===== config.mk =====
export PLATFORM = sky130hd
export DESIGN_NAME = phys_free_list_mp
export DESIGN_NICKNAME = d
export VERILOG_FILES = /design/src/rtl/rv32i_types.sv /design/src/rtl/free_lane_compact.sv /design/src/rtl/phys_free_list_mp.sv
export SDC_FILE = /design/constraint.sdc
export NUM_CORES = 1
export LEC_CHECK = 0
export CORE_AREA = 5 5 257 196
export CTS_CLUSTER_SIZE = 10
export DETAILED_ROUTE_END_ITERATION = 10
export DIE_AREA = 0 0 262 201
export PLACE_DENSITY = 0.54
export RECOVER_POWER = 100
export SLEW_MARGIN = 15
export SYNTH_ARGS = -nofsm -noshare
export SYNTH_HDL_FRONTEND = slang
export SYNTH_SLANG_ARGS = --single-unit

===== constraint.sdc =====
create_clock -name clk -period 3.9 [get_ports clk]
set_input_delay 0.78 -clock clk [delete_from_list [all_inputs] [get_ports clk]]
set_output_delay 0.78 -clock clk [all_outputs]
set_load 0.005 [all_outputs]

===== src/rtl/rv32i_types.sv =====
// rtl/rv32i_types.sv - shared core types and sizing for rename/free-list logic
package rv32i_types;
    localparam int TABLE_ENTRIES      = 64;
    localparam int FREELIST_DEPTH     = 32;
    localparam int PREG_W             = $clog2(TABLE_ENTRIES);
    localparam int N_ALLOC_LANES      = 2;
    localparam int N_FREE_LANES       = 2;
    localparam int FREELIST_INIT_BASE = 32;

    typedef logic [PREG_W-1:0] preg_id_t;
endpackage


===== src/rtl/free_lane_compact.sv =====
// rtl/free_lane_compact.sv - packs valid, non-x0 release lanes in lane order
module free_lane_compact
    import rv32i_types::*;
#(
    parameter int N = N_FREE_LANES,
    parameter int W = PREG_W
) (
    input  logic [N-1:0]           lane_valid,
    input  logic [N*W-1:0]         lane_preg,
    output logic [N*W-1:0]         packed_preg,
    output logic [$clog2(N+1)-1:0] packed_cnt
);
    always_comb begin
        int k;
        packed_preg = '0;
        k = 0;
        // ID 0 is the x0 mapping and never re-enters the free pool
        for (int i = 0; i < N; i++) begin
            if (lane_valid[i] && (lane_preg[i*W +: W] != '0)) begin
                packed_preg[k*W +: W] = lane_preg[i*W +: W];
                k = k + 1;
            end
        end
        packed_cnt = ($clog2(N+1))'(k);
    end
endmodule


===== src/rtl/phys_free_list_mp.sv =====
// rtl/phys_free_list_mp.sv - multi-port checkpoint-restorable physical register free list
import rv32i_types::*;

module phys_free_list_mp #(
    parameter int DEPTH     = FREELIST_DEPTH,
    parameter int PREG_W    = rv32i_types::PREG_W,
    parameter int N_DEQ     = N_ALLOC_LANES,
    parameter int N_ENQ     = N_FREE_LANES,
    parameter int INIT_BASE = FREELIST_INIT_BASE
) (
    input  logic                          clk,
    input  logic                          rst,
    input  logic [$clog2(N_DEQ+1)-1:0]    alloc_cnt,
    output logic                          alloc_ok,
    output logic [N_DEQ*PREG_W-1:0]       alloc_preg,
    input  logic [N_ENQ-1:0]              free_valid,
    input  logic [N_ENQ*PREG_W-1:0]       free_preg,
    input  logic [$clog2(N_DEQ+1)-1:0]    commit_cnt,
    input  logic                          flush,
    output logic [$clog2(DEPTH+1)-1:0]    count,
    output logic                          err
);
    localparam int IDX_W = $clog2(DEPTH);
    localparam int PTR_W = IDX_W + 1;
    localparam int CNT_W = $clog2(DEPTH+1);
    localparam int AC_W  = $clog2(N_DEQ+1);
    localparam int RC_W  = $clog2(N_ENQ+1);

    logic [PREG_W-1:0]       mem [DEPTH];
    logic [PTR_W-1:0]        head, tail, arch_head, arch_nxt;
    logic [N_ENQ*PREG_W-1:0] rel_preg;
    logic [RC_W-1:0]         rel_cnt;
    logic                    commit_bad, rel_bad, alloc_bad;

    free_lane_compact #(.N(N_ENQ), .W(PREG_W)) u_compact (
        .lane_valid  (free_valid),
        .lane_preg   (free_preg),
        .packed_preg (rel_preg),
        .packed_cnt  (rel_cnt)
    );

    assign count    = CNT_W'(tail - head);
    assign alloc_ok = count >= CNT_W'(N_DEQ);

    for (genvar g = 0; g < N_DEQ; g++) begin : g_lane
        assign alloc_preg[g*PREG_W +: PREG_W] = mem[head[IDX_W-1:0] + IDX_W'(g)];
    end

    // All three checks look at pre-edge pointers; head-arch_head is the in-flight window
    assign commit_bad = PTR_W'(commit_cnt) > (head - arch_head);
    assign arch_nxt   = commit_bad ? arch_head : arch_head + PTR_W'(commit_cnt);
    assign rel_bad    = ({1'b0, count} + (CNT_W+1)'(rel_cnt)) > (CNT_W+1)'(DEPTH);
    assign alloc_bad  = !flush && ((alloc_cnt > AC_W'(N_DEQ)) || (CNT_W'(alloc_cnt) > count));

    always_ff @(posedge clk or negedge rst) begin
        if (!rst) begin
            head      <= '0;
            arch_head <= '0;
            tail      <= {1'b1, {IDX_W{1'b0}}};
            err       <= 1'b0;
            for (int i = 0; i < DEPTH; i++) begin
                mem[i] <= PREG_W'(INIT_BASE + i);
            end
        end else begin
            arch_head <= arch_nxt;
            if (!rel_bad) begin
                for (int i = 0; i < N_ENQ; i++) begin
                    if (RC_W'(i) < rel_cnt) begin
                        mem[tail[IDX_W-1:0] + IDX_W'(i)] <= rel_preg[i*PREG_W +: PREG_W];
                    end
                end
                tail <= tail + PTR_W'(rel_cnt);
            end
            // Flush restores to the post-commit architectural head and ignores alloc_cnt
            if (flush) begin
                head <= arch_nxt;
            end else if (!alloc_bad) begin
                head <= head + PTR_W'(alloc_cnt);
            end
            if (commit_bad || rel_bad || alloc_bad) begin
                err <= 1'b1;
            end
        end
    end
endmodule


# [Word level (Yosys, flattened, before mapping)]
# Index checks and enable logic that the tools add are counted.
[word_totals] register_bits=211 in_bits=21 out_inout_bits=20 elab_cells=101
[classes] n_addsub=10 multipliers=1 magnitude_cmp=13 eq_ne=1 shift=2 n_mux=23 n_bitwise=4 n_reduce_logical=11
[op_table] op="$mux W192" n=3
[op_table] op="$bwmux W192" n=2
[op_table] op="$bmux W6 S5" n=2
[op_table] op="$demux W6 S5" n=2
[op_table] op="$mux W6" n=10
[op_table] op="$neg A32 Y33" n=1
[op_table] op="$shift A6 B33 Y12 const A" n=1
[op_table] op="$shiftx A6 B33 Y12" n=1
[op_table] op="$ge A6 B6 Y1 const B" n=4
[op_table] op="$not A5 Y6" n=4
[op_table] op="$add A6 B2 Y6" n=3
[op_table] op="$bwmux W12" n=1
[op_table] op="$gt A2 B6 Y1" n=2
[op_table] op="$lt A6 B1 Y1 const B" n=2
[op_table] op="$mux W12" n=1
[op_table] op="$reduce_bool A6 Y1" n=2
[op_table] op="$sub A6 B6 Y6" n=2
[op_table] op="$add A5 B1 Y5 const B" n=2
[op_table] op="$add A6 B2 Y7" n=1
[op_table] op="$gt A7 B6 Y1 const B" n=1
[op_table] op="$ge A6 B2 Y1 const B" n=1
[op_table] op="$logic_and A1 B1 Y1" n=5
[op_table] op="$lt A1 B2 Y1 const A" n=2
[op_table] op="$logic_or A1 B1 Y1" n=3
[op_table] op="other kinds (7)" n=7

# [Logic depth before layout (Yosys ltp)]
# Gate-level depths: netlist of run 1.
[logic_depth] ltp_word=13 depth_mapped=17 depth_no_buf=14

# [Hierarchy]
# Synthesis of run 1 repeated with hierarchy kept, for this count alone.
[unflattened] hier_cells=1147 area_unflattened_um2=13974.7
[modules_own_cells] module="phys_free_list_mp" instances=1 cells_per_inst=1124 area_each_um2=13768.2 seq_area_each_um2=5421.4
[modules_own_cells] module="free_lane_compact" instances=1 cells_per_inst=23 area_each_um2=206.4 seq_area_each_um2=0.0

# [Worst setup path before layout of run 1]
# Ideal clock, no wire load.
[synth_path] kind="register -> register" start="register head[1]" end="register mem[90] in the netlist's numbering" setup_time_ns=0.121 arrival_ns=4.136 slack_ns=-0.357 stages_incl_launch_ff=16 synth_period_minus_slack_ns=4.257 path_cell_list="dfrtp_1 clkbuf_1 clkbuf_1 buf_1 inv_1 fa_1 xor2_1 ha_1 or2_2 or2_2 o32ai_2 a221o_1 buf_4 buf_6 nand2_2 a22o_1"
[synth_via] elab_chain_cells=3
[synth_lines] element="start, declared" line="phys_free_list_mp.sv:30" source="logic [PTR_W-1:0] head, tail, arch_head, arch_nxt;"
[synth_lines] element="start signal, assigned" line="phys_free_list_mp.sv:76" source="head <= arch_nxt;"
[synth_lines] element="start signal, assigned" line="phys_free_list_mp.sv:78" source="head <= head + PTR_W'(alloc_cnt);"
[synth_lines] element="$sub A6 B6 Y6" line="phys_free_list_mp.sv:42" source="assign count = CNT_W'(tail - head);"
[synth_lines] element="via count[1]" line="phys_free_list_mp.sv:20" source="output logic [$clog2(DEPTH+1)-1:0] count,"
[synth_lines] element="$add A6 B2 Y7" line="phys_free_list_mp.sv:52" source="assign rel_bad = ({1'b0, count} + (CNT_W+1)'(rel_cnt)) > (CNT_W+1)'(DEPTH);"
[synth_lines] element="$gt A7 B6 Y1" line="phys_free_list_mp.sv:52"
[synth_lines] element="end signal, assigned by index" line="phys_free_list_mp.sv:62" source="mem[i] <= PREG_W'(INIT_BASE + i);"
[synth_lines] element="end signal, assigned by index" line="phys_free_list_mp.sv:69" source="mem[tail[IDX_W-1:0] + IDX_W'(i)] <= rel_preg[i*PREG_W +: PREG_W];"
[synth_lines] element="end, declared" line="phys_free_list_mp.sv:29" source="logic [PREG_W-1:0] mem [DEPTH];"
# The timed path passes the listed nets, and every way through them passes these cells.
# A chain may end at the register's enable or synchronous reset.

# [Final worst setup path of run 1]
[layout_path] start="register head[0]" end="output alloc_preg[10]"
[layout_via] elab_chain_cells=5
[layout_lines] element="$add A5 B1 Y5" line="phys_free_list_mp.sv:46" source="assign alloc_preg[g*PREG_W +: PREG_W] = mem[head[IDX_W-1:0] + IDX_W'(g)];"
[layout_lines] element="$not A5 Y6 (implied by the code)" line="phys_free_list_mp.sv:46"
[layout_lines] element="$bmux W6 S5" line="phys_free_list_mp.sv:46"
[layout_lines] element="$mux W6 (implied by the code) (2 in a row)" line="phys_free_list_mp.sv:46"
[layout_lines] element="end, declared" line="phys_free_list_mp.sv:15" source="output logic [N_DEQ*PREG_W-1:0] alloc_preg,"
# Every way passes these cells. The select of a mux whose other input is x is not followed.

==> metrics.cfg, run 1 <==
[route]
post-route-drc-count = 0
vias_per_cell = 6.37
routed-via-count = 13355
first_pass_iters = 6
wl_mm = 63.3
final_antenna_net_count = 0
drt_first_iter_violations = 1959
avgRoutedWirePerCell_um = 30.2

[logic_synthesis]
async_flop_share_pct = 100
syn_nets = 1323
synth_edf_count = 0
yosysUniqueCellTypes = 68
avgSynthCellArea_um2 = 11.1
ys_ff_latch = 211
synthCells = 1273
ys_seq_area_share_pct = 38.4
ys.warnings.count = 0
syn-cell-area_mm2 = 0.0141
synthFlopType = dfstp_2

[timing]
worstMarginPinSlew_ns = 2.20
period_needed_ns = 4.03
finalClockSkew_ns = 0.0183
rsz0062_at_grt = true
fin_crit_sh_pct = 103
drv_slew = 139
fmax_mhz = 248
slew_headroom_pct = -46.5
timing.final.ws_setup_ns = -0.126
hold_viol = 0
setup_violations = 40

[setup_path]
cp_max_fo = 6
path_cells = ha_4 > buf_12 > buf_16 > mux4_2 > mux4_2 > mux2_4 > buf_6
critPathArrivalTime_ns = 3.25
cp-end-kind = primary output
slowest_stage = mux4_2
cpLargestDelayFamily = multiplexers
crit_path_max_incr_delay_ns = 0.59
path_common_cell = mux4_2
r2r_start = head[0]
critPathLaunchType = flop
cp_num_buf_inv = 3
critical_path_class = flop to primary output
startpoint = head[0]
crit_cells = 7
crit_required_ns = 3.12
reg2regPathDepth = 14

[layout]
final_cell_mix = buf_4 (155), o22ai_1 (148), nand2_1 (125), mux4_2 (120), dfstp_2 (113)
nets = 1480
final_util_pct = 37.2
drive_gt1_share_pct = 38.0
syn_to_final_growth_pct = 26.0
layout_commonest_cell = buf_4
nFillCells = 4718

[run_status]
violations = max-capacitance violations, max-slew violations, negative setup slack
outcome = finished with violations

[flow_run]
drv_cap = 2

[min_path]
min_from = mem[34]
worstHoldPathType = flop to flop
min_path_cells = 2

[power]
powerDensity_mw_per_mm2 = 1170
irDropWorstVdd_mv = 0.546
leakage_nw = 6.92

[die]
rows = 70
die_h_um = 201
initial_core_util_pct = 29.5
coreArea_mm2 = 0.0479
ios = 41
dieArea_mm2 = 0.0527
dieWidth_um = 262

[placed_design]
io_buffers = 40
dpl_worst_slack_ns = -0.721
place.gp.congestion = 1.00
dp_hpwl_mm = 44.6

[clock_network]
htree_levels = 1
cts_buffers = 25
clkTransAtPathRegs_ns = 0.06
root_buffer = clkbuf_16
insertion_delay_ns = 0.55
postCtsHoldBufs = 0
clock_sinks = 211
cts_tree = done
clockBufferDepth = 3

[grt]
grt_pass1_wl_mm = 91.2
grt_overflow = 0
grt_max_degree = 80
grt_pass1_vias = 12700
grt_usage_pct = 23.3
antenna_found_initial = 2

## per-layer routing
metal  share of wire (%)  wire, µm  vias up  global-route usage, %
met4                 3.1      1990        2                   5.32
met3                  15      9220      153                   8.89
li1                    -         -     5387                      -
met5               0.021        13        -                      0
met1                  43     27000     6817                   35.4
met2                  40     25100      996                   31.1
## state kept, by name, indices dropped and copies added, names as in the netlist
register   count
err            1
mem          192
arch_head      6
head           6
tail           6
## power breakdown
part	switching, mW	internal, mW
Combinational	7.65	6.93
Clock	0.982	1.22
Sequential	0.797	3.33
## worst reg2reg max path: cells and delay by family, from the launching register on
family,cells,cell delay (ns)
buffers and inverters,5,0.72
XOR/XNOR,1,0.23
AND/OR/NAND/NOR,2,0.60
flip-flops,1,0.52
adder cells (fa/ha/maj),3,0.92
AO/OA/AOI/OAI,3,0.62
## layout make-up
cell class / count / area, µm² / area share (%)
inverter: 30 / 113 / 0.632
antenna: 1 / 2.50 / 0.0140
multi-input combinational: 923 / 8410 / 47.2
sequential: 211 / 5430 / 30.5
timing repair buffer: 239 / 2320 / 13.0
tap: 648 / 811 / 4.55
clock buffer: 44 / 707 / 3.97
clock inverter: 2 / 13.8 / 0.0773
## synth_stat cells (3+ instances only)
master	instances	share of area [%]
nand2_2	13	0.58
mux2_2	10	0.80
o2bb2a_1	7	0.50
a21oi_2	12	0.74
nor3_1	9	0.32
nor4_1	4	0.18
or2_2	5	0.22
clkbuf_1	63	1.7
ha_1	25	2.2
o22a_1	16	0.99
nand3b_1	3	0.16
dfrtp_1	98	17
o2bb2ai_1	6	0.37
and2_1	11	0.49
fa_1	4	0.57
a21oi_1	45	1.6
nor2b_1	10	0.44
xor2_1	6	0.37
a2bb2oi_1	49	3.0
inv_1	28	0.74
nand3_1	18	0.64
a22oi_1	12	0.64
a22o_1	105	6.5
or3_1	4	0.18
nand2_1	131	3.5
o21ai_1	3	0.11
buf_2	28	0.99
buf_6	3	0.24
mux4_2	120	19
o21ai_0	34	1.2
xnor2_1	19	1.2
nand2b_1	9	0.40
a31oi_1	10	0.44
o22ai_1	148	6.5
nor2_1	35	0.93
buf_1	12	0.32
o32ai_1	4	0.25
dfstp_2	113	21
## stage by stage
stage,total power [mW],TNS (ns),std cells,hold WS [ns],cell area [µm²]
6_report,20.9,-1.00,2098,0.477,17800
5_1_grt,21.6,-14.73,2097,0.493,17800
4_1_cts,20.0,-0.729,2083,0.243,17600
3_5_place_dp,16.2,-120.78,2007,0.473,16200
3_3_place_gp,16.2,-126.43,2007,0.457,16200
2_1_floorplan,11.1,0,1273,0.443,14100
## path summary, 6_finish.rpt
path	slack [ns]	to
max	-0.13	alloc_preg[10]
min	0.48	mem[34]
max reg2reg	0.20	mem[157]
min reg2reg	0.48	mem[34]
max in group asynchronous	0.59	mem[13]
min in group asynchronous	0.82	mem[142]
## kinds of logic after synthesis
family                     Yosys count  synth area share, %
AOI/OAI and AO/OA                  472                 24.4
xor gates and xnor gates            26                 1.66
adders and majority gates           29                 2.78
buffers and inverters              139                 4.16
DFF                                211                 38.4
muxes                              130                 19.9
and+or+nand+nor                    266                 8.76
## repair_timing
item | in CTS | in global routing
pin swaps | 7 | 4
cloned | 7 | 3
gates resized for setup | 86 | 44
buffers inserted | 23 | 12
endpoints found under the setup margin | 186 | 197
Note: power is estimated with default switching activity, not from simulation.
==> inputs of run 2 (changes only) <==
--- a/config.mk
+++ b/config.mk
@@ -5,10 +5,11 @@
 export SDC_FILE = /design/constraint.sdc
 export NUM_CORES = 1
 export LEC_CHECK = 0
-export CORE_AREA = 5 5 257 196
+export CORE_AREA = 5 5 184 274
 export CTS_CLUSTER_SIZE = 10
 export DETAILED_ROUTE_END_ITERATION = 10
-export DIE_AREA = 0 0 262 201
+export DIE_AREA = 0 0 189 279
+export HOLD_SLACK_MARGIN = 0.06
 export PLACE_DENSITY = 0.54
 export RECOVER_POWER = 100
 export SLEW_MARGIN = 15
==> run 2 against run 1 <==
Net effect:
- the flow still finishes with violations (max-capacitance violations, max-slew violations, negative setup slack)
- clock power barely moved
- clock skew decreased by 0.0055 ns
- critical path depth is the same
- final area is 0.44% lower
- total power down 2.5%
- die area rose by 0.13%
- worst hold slack got worse by 0.0067 ns
- combinational power down 3%
- largest power group unchanged
==> metrics.cfg, run 2 (synthesis results as in run 1) <==
[run_status]
outcome = finished with violations  ; unchanged
violations = max-capacitance violations, max-slew violations, negative setup slack  ; unchanged

[timing]
hold_viol = 0  ; unchanged
fmax_mhz = 250  ; was 248 MHz
tns_ns = -0.407  ; was -1.00 ns
timing.final.ws_setup_ns = -0.0963  ; was -0.126 ns
fin_crit_sh_pct = 102  ; was 103%
slew_headroom_pct = -44.6  ; was -46.5%
drv_slew = 135  ; was 139
rsz0062_at_grt = true  ; unchanged
period_needed_ns = 4.00  ; was 4.03 ns
finalClockSkew_ns = 0.0129  ; was 0.0183 ns
worstMarginPinSlew_ns = 2.17  ; was 2.20 ns
fin_hold_ws_ns = 0.470  ; was 0.477 ns
setup_violations = 8  ; was 40

[power]
powerDensity_mw_per_mm2 = 1150  ; was 1170 mW/mm²
power_frac_comb_pct = 69.4  ; was 69.7%
swShare_pct = 45.9  ; was 45.1%
p_int_mw = 11.0  ; was 11.5 mW
p_seq_share_pct = 20.0  ; was 19.7%
finalPower_mw = 20.4  ; was 20.9 mW
leakage_nw = 6.91  ; was 6.92 nW
switching_power_mw = 9.35  ; was 9.43 mW
clkPwrFrac_pct = 10.6  ; was 10.5%
irDropWorstVdd_mv = 0.711  ; was 0.546 mV

[layout]
largest_register_ffs = 192  ; unchanged
diodes = 0  ; was 1
drive_gt1_share_pct = 37.0  ; was 38.0%
fin_area_mm2 = 0.0177  ; was 0.0178 mm²
final_cell_mix = buf_4 (166), o22ai_1 (148), nand2_1 (129), mux4_2 (120), dfstp_2 (113)  ; was buf_4 (155), o22ai_1 (148), nand2_1 (125), mux4_2 (120), dfstp_2 (113)
layout_commonest_cell = buf_4  ; unchanged
nets = 1512  ; was 1,480
top_register = mem  ; unchanged
final_cells = 2078  ; was 2,098
syn_to_final_growth_pct = 25.4  ; was 26.0%

[clock_network]
clock_sinks = 211  ; unchanged
insertion_delay_ns = 0.55  ; about the same
cts_tree = done  ; unchanged
htree_levels = 1  ; unchanged
cts_buffers = 25  ; unchanged
root_buffer = clkbuf_16  ; unchanged
clkTransAtPathRegs_ns = 0.06  ; about the same
clockBufferDepth = 3  ; unchanged

[route]
top_layer = met5  ; unchanged
drt_first_iter_violations = 1475  ; was 1,959
routed-wl-met2_mm = 30.0  ; was 25.1 mm
post-route-drc-count = 0  ; unchanged
met1_length_mm = 21.4  ; was 27.0 mm
final_antenna_net_count = 0  ; unchanged
met3WireLength_mm = 4.79  ; was 9.22 mm
routed-via-count = 13329  ; was 13,355
first_pass_iters = 6  ; unchanged
wl_mm = 63.9  ; was 63.3 mm
avgRoutedWirePerCell_um = 30.7  ; was 30.2 µm
vias_per_cell = 6.41  ; was 6.37

[die]
rows = 98  ; was 70
dieWidth_um = 189  ; was 262 µm
initial_core_util_pct = 29.6  ; was 29.5%
dieArea_mm2 = 0.0527  ; about the same
coreArea_mm2 = 0.0477  ; was 0.0479 mm²
die_h_um = 279  ; was 201 µm
ios = 41  ; unchanged

[placed_design]
place.gp.congestion = 0.999  ; was 1.00
dp_hpwl_mm = 44.7  ; was 44.6 mm
placed_cells = 1995  ; was 2,007
postPlaceCellArea_mm2 = 0.0165  ; was 0.0162 mm²
io_buffers = 40  ; unchanged

[setup_path]
critPathArrivalTime_ns = 3.22  ; was 3.25 ns
cp-end-kind = primary output  ; unchanged
cp_max_fo = 7  ; was 6
critical_path_class = flop to primary output  ; unchanged
critPathLaunchType = flop  ; unchanged
crit_required_ns = 3.12  ; about the same

[grt]
grt_max_degree = 80  ; unchanged
grt_pass1_vias = 13547  ; was 12,700
antenna_found_initial = 2  ; unchanged
grt_pass1_wl_mm = 92.3  ; was 91.2 mm
grt_usage_pct = 23.4  ; was 23.3%
grt_overflow = 0  ; unchanged

[min_path]
worstHoldPathType = flop to flop  ; unchanged

[flow_run]
drv_cap = 2  ; unchanged

## run 2: area by class of cell
| class | instances | area [µm²] |
|---|---|---|
| inverter | 30 | 116 |
| clock inverter | 1 | 5.00 |
| clock buffer | 42 | 689 |
| sequential | 211 | 5430 |
| multi-input combinational | 924 | 8330 |
| fill | 4696 | 30000 |
| timing repair buffer | 270 | 2420 |
| tap | 600 | 751 |
## run 2: power groups by stage
stage	Combinational (mW)	Sequential (mW)	Clock (mW)
2_1_floorplan	7.34	3.74	0
3_3_place_gp	12.4	4.04	0
3_5_place_dp	12.6	4.07	0
4_1_cts	14.2	4.05	2.20
5_1_grt	14.7	4.16	2.28
6_report	14.1	4.07	2.17
## run 2: timing repair
action                                  CTS  global route
pin swaps                                 9             7
endpoints found under the setup margin  210           123
gates resized for setup                  83            21
gates cloned                              7             2
buffers inserted                         17            16
hold buffers                              0             0
## run 2: metrics by stage
step | setup slack, ns | utilization [%]
after floorplan | 0.00174 | -
after global placement | -0.891 | 34.7
after detailed placement | -0.877 | 34.7
after CTS | -0.0849 | 37.2
after global routing | -0.137 | 37.2
final | -0.0963 | 37.2
## run 2: worst paths after layout
path / from / end / slack (ns) / cells after the start
max in group asynchronous: rst / head[0] / 0.57 / 2
worst min register to register: mem[34] / mem[34] / 0.47 / 2
worst max-delay path: head[0] / alloc_preg[9] / -0.1 / 7
min in group asynchronous: rst / mem[138] / 0.85 / 1
worst min-delay path: mem[34] / mem[34] / 0.47 / 2
worst max register to register: head[0] / tail[3] / -0.01 / 14
## run 2: metal layers
layer	vias to the layer above	global-route usage, %
met3	332	3.61
met5	-	0
met2	829	38.1
met1	6696	26.1
li1	5470	-
met4	2	21.6
## run 2: worst max-delay path, stage by stage, from the launching register on
cell	delay, ns
dfrtp_4	0.50
ha_4	0.36
buf_4	0.15
buf_12	0.14
mux4_2	0.57
mux4_2	0.54
mux2_4	0.29
buf_6	0.11
==> inputs of run 3 (changes only) <==
--- a/config.mk
+++ b/config.mk
@@ -5,12 +5,13 @@
 export SDC_FILE = /design/constraint.sdc
 export NUM_CORES = 1
 export LEC_CHECK = 0
-export CORE_AREA = 5 5 184 274
+export CORE_AREA = 5 5 135 201
 export CTS_CLUSTER_SIZE = 10
 export DETAILED_ROUTE_END_ITERATION = 10
-export DIE_AREA = 0 0 189 279
+export DIE_AREA = 0 0 140 206
+export GPL_TIMING_DRIVEN = 0
 export HOLD_SLACK_MARGIN = 0.06
-export PLACE_DENSITY = 0.54
+export PLACE_DENSITY = 0.85
 export RECOVER_POWER = 100
 export SLEW_MARGIN = 15
 export SYNTH_ARGS = -nofsm -noshare
==> run 3 against run 2 <==
Net effect:
- the run still ends with max-capacitance violations, max-slew violations, negative setup slack left
- final cell count decreased by 18%
- global-route usage increased by 23 points
- highest routed layer unchanged
- worst hold slack improved by 0.015 ns
- maximum frequency decreased by 1.4%
- sequential share of layout area is 1.8 points higher
- first-iteration DRC count grew 60%
- sequential cell count did not move
- clock skew rose by 0.0029 ns
- via count increased by 5.4%
- register-to-register slack better by 0.02 ns
- die area decreased by 45%
- setup slack worse by 0.058 ns
==> metrics.cfg, run 3 (synthesis results as in run 1) <==
[setup_path]
regToRegSetupSlack_ns = 0.01  ; was -0.01 ns
slowest_stage = mux4_2  ; unchanged
crit_path_max_incr_delay_ns = 0.59  ; was 0.57 ns
path_cells = ha_4 > buf_12 > buf_12 > mux4_2 > mux4_2 > mux2_4 > buf_6  ; was ha_4 > buf_4 > buf_12 > mux4_2 > mux4_2 > mux2_4 > buf_6
critPathArrivalTime_ns = 3.27  ; was 3.22 ns
r2r_end = tail[3]  ; unchanged
critical_path_class = flop to primary output  ; unchanged
cpLargestDelayFamily = multiplexers  ; unchanged
cp-end-kind = primary output  ; unchanged
reg2regPathDepth = 15  ; was 14
cp_num_buf_inv = 3  ; unchanged
cp_max_fo = 6  ; was 7
critPathLaunchType = flop  ; unchanged
crit_required_ns = 3.12  ; about the same
r2r_start = head[1]  ; was head[0]

[timing]
rsz0062_at_grt = true  ; unchanged
fmax_mhz = 247  ; was 250 MHz
worstMarginPinSlew_ns = 2.72  ; was 2.17 ns
period_needed_ns = 4.05  ; was 4.00 ns
drv_slew = 47  ; was 135
fin_crit_sh_pct = 104  ; was 102%
slew_headroom_pct = -81.3  ; was -44.6%
finalClockSkew_ns = 0.0157  ; was 0.0129 ns
timing.final.ws_setup_ns = -0.154  ; was -0.0963 ns
setup_violations = 12  ; was 8
hold_viol = 0  ; unchanged

[run_status]
outcome = finished with violations  ; unchanged
violations = max-capacitance violations, max-slew violations, negative setup slack  ; unchanged

[die]
rows = 71  ; was 98
dieWidth_um = 140  ; was 189 µm
die_h_um = 206  ; was 279 µm
ios = 41  ; unchanged
dieArea_mm2 = 0.0288  ; was 0.0527 mm²
coreArea_mm2 = 0.0251  ; was 0.0477 mm²
initial_core_util_pct = 56.4  ; was 29.6%

[min_path]
min_path_cells = 2  ; unchanged
min_from = mem[34]  ; unchanged
worstHoldPathType = flop to flop  ; unchanged
min_delay_worst_endpoint = mem[34]  ; unchanged

[grt]
grt_pass1_vias = 13901  ; was 13,547
grt_pass1_wl_mm = 95.6  ; was 92.3 mm
grt_use_met1_pct = 53.3  ; was 26.1%
grt.met2_usage_pct = 67.2  ; was 38.1%
grt_usage_pct = 46.1  ; was 23.4%
grt_overflow = 0  ; unchanged
grt_max_degree = 86  ; was 80
use_met3_pct = 18.5  ; was 3.61%
global_route.peak_usage_layer = met2  ; unchanged
antenna_found_initial = 5  ; was 2

[layout]
drive_gt1_share_pct = 32.6  ; was 37.0%
final_cells = 1714  ; was 2,078
syn_to_final_growth_pct = 18.4  ; was 25.4%
final_util_pct = 66.8  ; was 37.2%
nets = 1419  ; was 1,512
largest_register_ffs = 192  ; unchanged
final_cell_mix = o22ai_1 (147), nand2_1 (125), mux4_2 (120), dfstp_2 (113), a22o_1 (105)  ; was buf_4 (166), o22ai_1 (148), nand2_1 (129), mux4_2 (120), dfstp_2 (113)
top_register = mem  ; unchanged
layout_commonest_cell = o22ai_1  ; was buf_4

[clock_network]
clockBufferDepth = 3  ; unchanged
root_buffer = clkbuf_16  ; unchanged
clock_sinks = 211  ; unchanged
htree_levels = 1  ; unchanged
postCtsHoldBufs = 0  ; unchanged
insertion_delay_ns = 0.55  ; about the same
clkTransAtPathRegs_ns = 0.06  ; about the same
cts_tree = done  ; unchanged
cts_buffers = 25  ; unchanged

[route]
post-route-drc-count = 0  ; unchanged
wl_mm = 67.2  ; was 63.9 mm
avgRoutedWirePerCell_um = 39.2  ; was 30.7 µm
drt_first_iter_violations = 2367  ; was 1,475
first_pass_iters = 9  ; was 6
final_antenna_net_count = 0  ; unchanged
routed-via-count = 14050  ; was 13,329
vias_per_cell = 8.20  ; was 6.41

[placed_design]
place.gp.congestion = 1.10  ; was 0.999
placed_cells = 1641  ; was 1,995
io_buffers = 36  ; was 40
dp_hpwl_mm = 47.2  ; was 44.7 mm

[flow_run]
drv_cap = 1  ; was 2

==> run 3: cell count changes in the layout (fill, tap and decap cells not counted), sizes merged <==
| cell | previous run | this run |
|---|---|---|
| bufinv | 0 | 1 |
| dlymetal6s2s | 5 | 3 |
| buf | 203 | 88 |
| a221o | 2 | 1 |
| clkinv | 3 | 2 |
| diode | 0 | 1 |
| clkdlybuf4s50 | 15 | 18 |
| bufbuf | 1 | 0 |
| dlygate4sd2 | 9 | 4 |
| clkbuf | 77 | 106 |
| dlygate4sd3 | 2 | 1 |
==> run 3: repair_timing <==
item | in CTS | in global routing
gates resized for setup | 207 | 66
buffers inserted | 22 | 4
endpoints found under the setup margin | 229 | 215
cloned | 4 | 2
pin swaps | 11 | 7
==> run 3: through the flow <==
step	worst slack [ns]	instance area [µm²]	hold slack [ns]	TNS, ns
2_1_floorplan	0.00174	14100	0.443	0
3_3_place_gp	-6.77	14900	0.471	-1318.50
3_5_place_dp	-1.28	15000	0.473	-207.96
4_1_cts	-0.0582	16500	0.141	-0.314
5_1_grt	-0.148	16700	0.495	-1.33
6_report	-0.154	16700	0.485	-0.750
==> run 3: worst reg2reg max path: cells and delay by family (launching register included) <==
family,cells,cell delay (ns)
adders and majority gates,2,0.78
xor gates and xnor gates,2,0.38
and+or+nand+nor,3,0.75
DFF,1,0.47
buffers and inverters,6,0.96
AOI/OAI and AO/OA,2,0.40
==> run 3: worst max-delay path by stage <==
stage	startpoint	end	slack, ns	cells past startpoint
floorplan	head[1]	mem[90]	0.002	15
global placement	rst	arch_head[5]	-6.77	1
detailed placement	head[1]	mem[148]	-1.28	15
CTS	head[0]	alloc_preg[9]	-0.06	8
global route	head[1]	alloc_preg[9]	-0.15	8
finish	head[1]	alloc_preg[9]	-0.15	7
==> run 3: cell type report <==
class                           instances  area, µm²
Multi-Input combinational cell        923       8420
Fill cell                            1932       8320
Sequential cell                       211       5430
Buffer                                106        841
Timing Repair Buffer                   72        778
Clock buffer                           42        699
Tap cell                              328        410
Inverter                               30        123
Clock inverter                          1       30.0
Antenna cell                            1       2.50
==> run 3: per-layer routing <==
metal | share of wire (%) | vias to the layer above
met4 | 12 | 7
met2 | 41 | 1484
li1 | - | 5274
met5 | 0.12 | -
met3 | 15 | 492
met1 | 31 | 6793
Power of run 3 is not shown: default switching activity piles up to over one toggle a cycle in this logic, so the estimate is an artifact.
